## src/rtl/riscv_structures.sv

```systemverilog
// rtl/riscv_structures.sv - shared core types: register address, XLEN word, memory-to-writeback bundle
package riscv_structures;

    typedef logic [4:0]  reg_addr_t;
    typedef logic [31:0] xlen_t;

    // x0 is hardwired to zero and never written.
    localparam reg_addr_t REG_ZERO = 5'd0;

    // Registered result bundle handed from the memory stage to writeback.
    typedef struct packed {
        xlen_t     data;
        logic      reg_write;
        reg_addr_t rd;
    } mem_to_wb_s;

endpackage

```

## src/rtl/register_file.sv

```systemverilog
// rtl/register_file.sv - 32x32 architectural register file, one write port, two combinational read ports
//
// Ports:
//   clk, rst_n          clock, asynchronous active-low reset (clears x1..x31)
//   we                  write enable for this cycle
//   wr_addr, wr_data    write address and data
//   rs1_addr, rs1_data  read port 1 (combinational)
//   rs2_addr, rs2_data  read port 2 (combinational)
// Parameter BYPASS: nonzero forwards the in-flight write to a matching read port.
module register_file
    import riscv_structures::*;
#(
    parameter int BYPASS = 1
) (
    input  logic      clk,
    input  logic      rst_n,
    input  logic      we,
    input  reg_addr_t wr_addr,
    input  xlen_t     wr_data,
    input  reg_addr_t rs1_addr,
    output xlen_t     rs1_data,
    input  reg_addr_t rs2_addr,
    output xlen_t     rs2_data
);

    // x0 has no storage; index 0 is never allocated.
    xlen_t regs_q [31:1];
    xlen_t regs_d [31:1];

    always_comb begin
        regs_d = regs_q;
        for (int i = 1; i < 32; i++) begin
            if (we && (wr_addr == 5'(i))) begin
                regs_d[i] = wr_data;
            end
        end
    end

    always_ff @(posedge clk or negedge rst_n) begin
        if (!rst_n) begin
            for (int i = 1; i < 32; i++) begin
                regs_q[i] <= '0;
            end
        end else begin
            regs_q <= regs_d;
        end
    end

    // Address 0 falls through the loop and reads as zero; the bypass is
    // suppressed for address 0 so x0 stays zero even if a caller asserts we.
    always_comb begin
        rs1_data = '0;
        for (int i = 1; i < 32; i++) begin
            if (rs1_addr == 5'(i)) begin
                rs1_data = regs_q[i];
            end
        end
        if ((BYPASS != 0) && we && (rs1_addr == wr_addr) && (rs1_addr != REG_ZERO)) begin
            rs1_data = wr_data;
        end
    end

    always_comb begin
        rs2_data = '0;
        for (int i = 1; i < 32; i++) begin
            if (rs2_addr == 5'(i)) begin
                rs2_data = regs_q[i];
            end
        end
        if ((BYPASS != 0) && we && (rs2_addr == wr_addr) && (rs2_addr != REG_ZERO)) begin
            rs2_data = wr_data;
        end
    end

endmodule

```

## src/rtl/writeback.sv

```systemverilog
// rtl/writeback.sv - writeback stage: commits mem_to_wb results, counts retired writes, registers commit trace
//
// Ports:
//   clk, rst_n           clock, asynchronous active-low reset
//   mem_to_wb            result bundle from the memory stage (data, reg_write, rd)
//   rs1_addr, rs1_data   decode read port 1 (combinational)
//   rs2_addr, rs2_data   decode read port 2 (combinational)
//   commit_valid         a write committed on the previous edge
//   commit_rd            rd of the last commit (holds when no commit)
//   commit_data          data of the last commit (holds when no commit)
//   retired_cnt          committed writes since reset, wraps modulo 2^CNT_WIDTH
module writeback
    import riscv_structures::*;
#(
    parameter int CNT_WIDTH = 64,
    parameter int BYPASS    = 1
) (
    input  logic                 clk,
    input  logic                 rst_n,
    input  mem_to_wb_s           mem_to_wb,
    input  reg_addr_t            rs1_addr,
    output xlen_t                rs1_data,
    input  reg_addr_t            rs2_addr,
    output xlen_t                rs2_data,
    output logic                 commit_valid,
    output reg_addr_t            commit_rd,
    output xlen_t                commit_data,
    output logic [CNT_WIDTH-1:0] retired_cnt
);

    logic we;

    logic                 commit_valid_q, commit_valid_d;
    reg_addr_t            commit_rd_q,    commit_rd_d;
    xlen_t                commit_data_q,  commit_data_d;
    logic [CNT_WIDTH-1:0] retired_cnt_q,  retired_cnt_d;

    // Writes to x0 are architectural no-ops: not stored, counted or traced.
    assign we = mem_to_wb.reg_write && (mem_to_wb.rd != REG_ZERO);

    register_file #(
        .BYPASS (BYPASS)
    ) u_register_file (
        .clk      (clk),
        .rst_n    (rst_n),
        .we       (we),
        .wr_addr  (mem_to_wb.rd),
        .wr_data  (mem_to_wb.data),
        .rs1_addr (rs1_addr),
        .rs1_data (rs1_data),
        .rs2_addr (rs2_addr),
        .rs2_data (rs2_data)
    );

    // Trace rd/data only load on a commit so data from non-writing slots
    // (which may be X) never reaches the trace outputs.
    always_comb begin
        commit_valid_d = we;
        commit_rd_d    = commit_rd_q;
        commit_data_d  = commit_data_q;
        retired_cnt_d  = retired_cnt_q;
        if (we) begin
            commit_rd_d   = mem_to_wb.rd;
            commit_data_d = mem_to_wb.data;
            retired_cnt_d = retired_cnt_q + CNT_WIDTH'(1);
        end
    end

    always_ff @(posedge clk or negedge rst_n) begin
        if (!rst_n) begin
            commit_valid_q <= 1'b0;
            commit_rd_q    <= '0;
            commit_data_q  <= '0;
            retired_cnt_q  <= '0;
        end else begin
            commit_valid_q <= commit_valid_d;
            commit_rd_q    <= commit_rd_d;
            commit_data_q  <= commit_data_d;
            retired_cnt_q  <= retired_cnt_d;
        end
    end

    assign commit_valid = commit_valid_q;
    assign commit_rd    = commit_rd_q;
    assign commit_data  = commit_data_q;
    assign retired_cnt  = retired_cnt_q;

endmodule
```

## config.mk

```make
export PLATFORM = sky130hd
export DESIGN_NAME = writeback
export DESIGN_NICKNAME = d
export VERILOG_FILES = /design/src/rtl/riscv_structures.sv /design/src/rtl/register_file.sv /design/src/rtl/writeback.sv
export SDC_FILE = /design/constraint.sdc
export NUM_CORES = 2
export LEC_CHECK = 0
export CORE_MARGIN = 1
export CORE_UTILIZATION = 50
export DETAILED_ROUTE_END_ITERATION = 7
export PLACE_DENSITY = 0.67
export SYNTH_ARGS = -nofsm -noshare
export SYNTH_HDL_FRONTEND = slang
export SYNTH_SLANG_ARGS = --single-unit
```

## constraint.sdc

```tcl
create_clock -name clk -period 2.75 [get_ports clk]
set_input_delay 0.275 -clock clk [delete_from_list [all_inputs] [get_ports clk]]
set_output_delay 0.275 -clock clk [all_outputs]
set_load 0.1 [all_outputs]
```

==> metrics.md <==
| Metric | Value |
|---|---|
| Status | `complete, but fails checks` |
| Violated checks | `negative setup slack` |
| CTS clk-pin slew, worst paths | `70 ps` |
| Final-report hold violation count | `0` |
| Synth Flop Type | `dfrtp_1` |
| Slew Limit Fails | `0` |
| CP Class | `flip-flop to output port` |
| Wire length on met3 | `approximately 50 mm` |
| WP buf/inv | `3` |
| Core outline area | `122000 um^2` |
| Setup crit start | `u_register_file.regs_q[541]` |
| Syn avg cell area | `just over 10 um^2` |
| First-pass GRT wire length | `between 400 and 500 mm` |
| Die X | `approximately 350 um` |
| # clock sinks | `1094` |
| Hold WS | `25.94 ps` |
| 1st-pass router iterations | `8` |
| Crit end category | `output port` |
| Crit start category | `flip-flop` |
| Fraction of layout cells with a size suffix above 1 | `0.4889` |
| Die Y | `353.2 um` |
| Placer Congestion | `between 1 and 1.5` |
| Worst-Skew Late Latency | `a little under 800 ps` |
| Met2 wire length | `about 140 mm` |
| Fill cell count | `8942` |
| Final setup viols | `64` |
| Vias post-DR | `~65000` |
| Largest net degree at the start of global routing | `approximately 100` |
| Total track usage | `0.5368` |
| Antenna Nets Post-Route | `0` |
| Clk buf depth | `3` |
| Min-delay src | `mem_to_wb[2]` |
| Slew Limit Headroom | `0.3091` |
| Highest routed layer | `met5` |
| Final Non-Filler Cells | `between 9000 and 10000` |
| EDFF count, synth | `0` |
| Top Ports | `~220` |
| #FFs+latches synth | `about 1100` |
| # DRC | `0` |
| Gate Count Post-Synth | `roughly 6100` |
| Required @ worst endpoint | `2480 ps` |
| Post-synth cell types | `between 80 and 90` |
| Ys async rst share | `1.000` |
| Final Cycle Share | `1.297` |
| DP Cell Count | `8591` |
| Mapped cell area | `a little over 60000 um^2` |
| Ys Warns | `0` |
| Net count, final | `between 7000 and 8000` |
| Sequential-to-total area share from yosys stat | `0.4438` |
| TritonCTS clock tree | `built` |
| CP max-delay cell | `a221oi_4` |
| Fin Clk Skew | `roughly 5.7 ps` |
| IO Port Bufs | `~220` |
| Wire per inst | `between 30 and 40 um` |
| Total routed wire length on the met1 layer | `approximately 120 mm` |
| DR iter-0 viols | `10740` |
| Pleak | `~0.038 uW` |
| Top delay family on crit path | `compound AO/OA/AOI/OAI gates` |
| Reg2reg start | `retired_cnt[12]` |
| H-tree Lvls | `3` |
| CP peak stage delay | `between 500 and 600 ps` |
| Die area | `124800 um^2` |
| PD cells | `approximately 630 nW/um^2` |
| CP cell instances | `buf_4 -> nor2b_1 -> o221ai_2 -> o21ai_1 -> a221oi_1 -> buf_4 -> a221oi_4 -> o21ai_2 -> a221oi_4 -> buf_12` |
| Min-Delay Path Class | `input pin to flip-flop` |
| F_max | `roughly 280 MHz` |
| Final WS setup | `-816.3 ps` |
| TritonCTS buffer count | `approximately 120` |
| Root buf cell | `clkbuf_16` |
| Unrepaired setup endpoints after global routing | `yes` |
| Detailed Place HPWL | `245.4 mm` |
| Final Routed Wirelength | `between 300 and 400 mm` |
| Arr. time, crit path | `3290 ps` |
| Minimum clock period | `roughly 3600 ps` |
| Syn_nets | `around 6100` |
| Worst-Margin Slew | `between 1000 and 1500 ps` |
| Gr ovfl total | `0` |
| Via density per instance | `between 7 and 8` |
| Starting Density | `0.5054` |
| Max_cap viols | `0` |
| Synthesis-to-finish area growth | `41.57%` |
| VDD IR-drop max | `1.032 mV` |
| Largest fanout on the critical path | `2` |
| Num rows | `128` |
| Vias in the first global route | `62080` |
| Power Total | `approximately 55000 uW` |
| Initial antenna violation count | `16` |
==> layout make-up <==
cell class,count,area [um^2],area share
multi-input combinational,4320,36290,0.4156
sequential,1094,27410,0.3139
timing repair buffer,1729,17160,0.1964
clock buffer,165,3442,0.03942
tap,1625,2033,0.02328
clock inverter,52,808.3,0.009256
inverter,43,172.7,0.001977
antenna,6,15.01,0.0001719
==> what timing repair did <==
action,in CTS,in global routing
endpoints found under the hold margin,88,0
setup endpoints to repair,64,64
pin swaps,312,268
gates resized for setup,748,361
cloned,5,3
buffers inserted,161,107
hold buffers,1,0
==> metrics by stage <==
step	area (um^2)	TNS [ps]	utilization	setup WS (ps)
after floorplan	62920	-1584	-	-247.5
after global placement	76470	-52050	0.6266	-1271
after detailed placement	76470	-51770	0.6266	-1179
after CTS	85130	-22180	0.6976	-789.2
after global routing	87320	-26190	0.7155	-813.9
final	87330	-26190	0.7156	-816.3
==> power breakdown <==
group | internal, uW | total [uW] | switching [uW]
sequential | 19100 | 22200 | 3080
clock | 10300 | 17700 | 7450
combinational | 6880 | 15600 | 8710
total | 36200 | 55400 | 19200
==> worst register-to-register path: cells and delay by family (launching register included) <==
family / cells / cell delay (ps)
simple gates: 5 / 1220
flops: 1 / 450
buf+inv: 2 / 300
xor+xnor: 1 / 150
==> metal layers <==
| layer | vias up | GRT usage |
|---|---|---|
| li1 | 25050 | - |
| met2 | 5758 | 0.7436 |
| met4 | 18 | 0.3956 |
| met5 | - | 0.01208 |
| met1 | 32370 | 0.6805 |
| met3 | 1670 | 0.2020 |
==> layout by cell type, fill, tap and decap left out, types with 23 or more instances in the layout <==
cell,n
a21o_1,27
a21oi_1,357
a21oi_2,49
a21oi_4,30
a221oi_1,29
a221oi_2,25
a22oi_1,60
a31oi_1,30
buf_12,247
buf_4,1252
buf_6,150
buf_8,27
clkbuf_16,125
clkbuf_8,28
clkdlybuf4s50_1,33
clkinv_2,25
dfrtp_1,1066
dfrtp_2,28
inv_1,36
mux2_2,1017
mux2i_1,161
mux4_2,27
nand2_1,422
nand2_2,23
nand3_1,76
nand4_1,27
nor2_1,259
nor2_2,23
nor2_4,33
nor2b_1,31
nor3_1,61
o211ai_1,57
o21a_1,24
o21ai_0,388
o21ai_1,79
o21ai_2,35
o21ai_4,24
o221ai_1,34
o22ai_1,154
xnor2_1,45
==> logic make-up (layout without fill, tap and decap cells) <==
kind of cell / after synthesis / after routing / synth area share
mux: 1227 / 1227 / 0.2255
compound gates: 1815 / 1815 / 0.1855
buf+inv: 639 / 1989 / 0.04347
xor+xnor: 71 / 71 / 0.01008
fa+ha+maj: 1 / 1 / 0.0002028
flops: 1094 / 1094 / 0.4438
other cells: 0 / 6 / 0
simple gates: 1205 / 1206 / 0.09140
==> synthesized netlist by cell type, drive strengths merged, types with 27 or more instances <==
library cell  instances  area share
a211oi               46      0.0056
a21o                 30      0.0037
a21oi               436       0.035
a221oi               69      0.0098
a22oi                78      0.0095
a31oi                57      0.0058
buf                 217       0.018
clkbuf              379       0.023
dfrtp              1094        0.44
inv                  43      0.0026
mux2               1031        0.19
mux2i               169       0.027
mux4                 27      0.0099
nand2               455       0.028
nand2b               27      0.0027
nand3                91      0.0074
nand4                27      0.0027
nor2                315       0.019
nor2b                46      0.0047
nor3                 84      0.0071
o211ai               57      0.0069
o21a                 27      0.0033
o21ai               526       0.043
o221ai               55      0.0078
o22ai               181       0.018
xnor2                49      0.0070
==> sequential cells by signal, indices dropped and copies added, names as in the netlist <==
register and count:
u_register_file.regs_q 992, commit_valid 1, commit_rd 5, retired_cnt 64
commit_data 32
==> worst paths after layout <==
path,slack (ps),endpoint,cells after the start
worst max-delay path,-820,rs1_data[29],10
worst min-delay path,30,commit_rd[2],5
worst max register to register,550,retired_cnt[57],8
worst min register to register,480,commit_data[7],2
max in group asynchronous,1570,u_register_file.regs_q[68],3
min in group asynchronous,100,u_register_file.regs_q[86],2
Note: power is estimated with default switching activity, not from simulation.
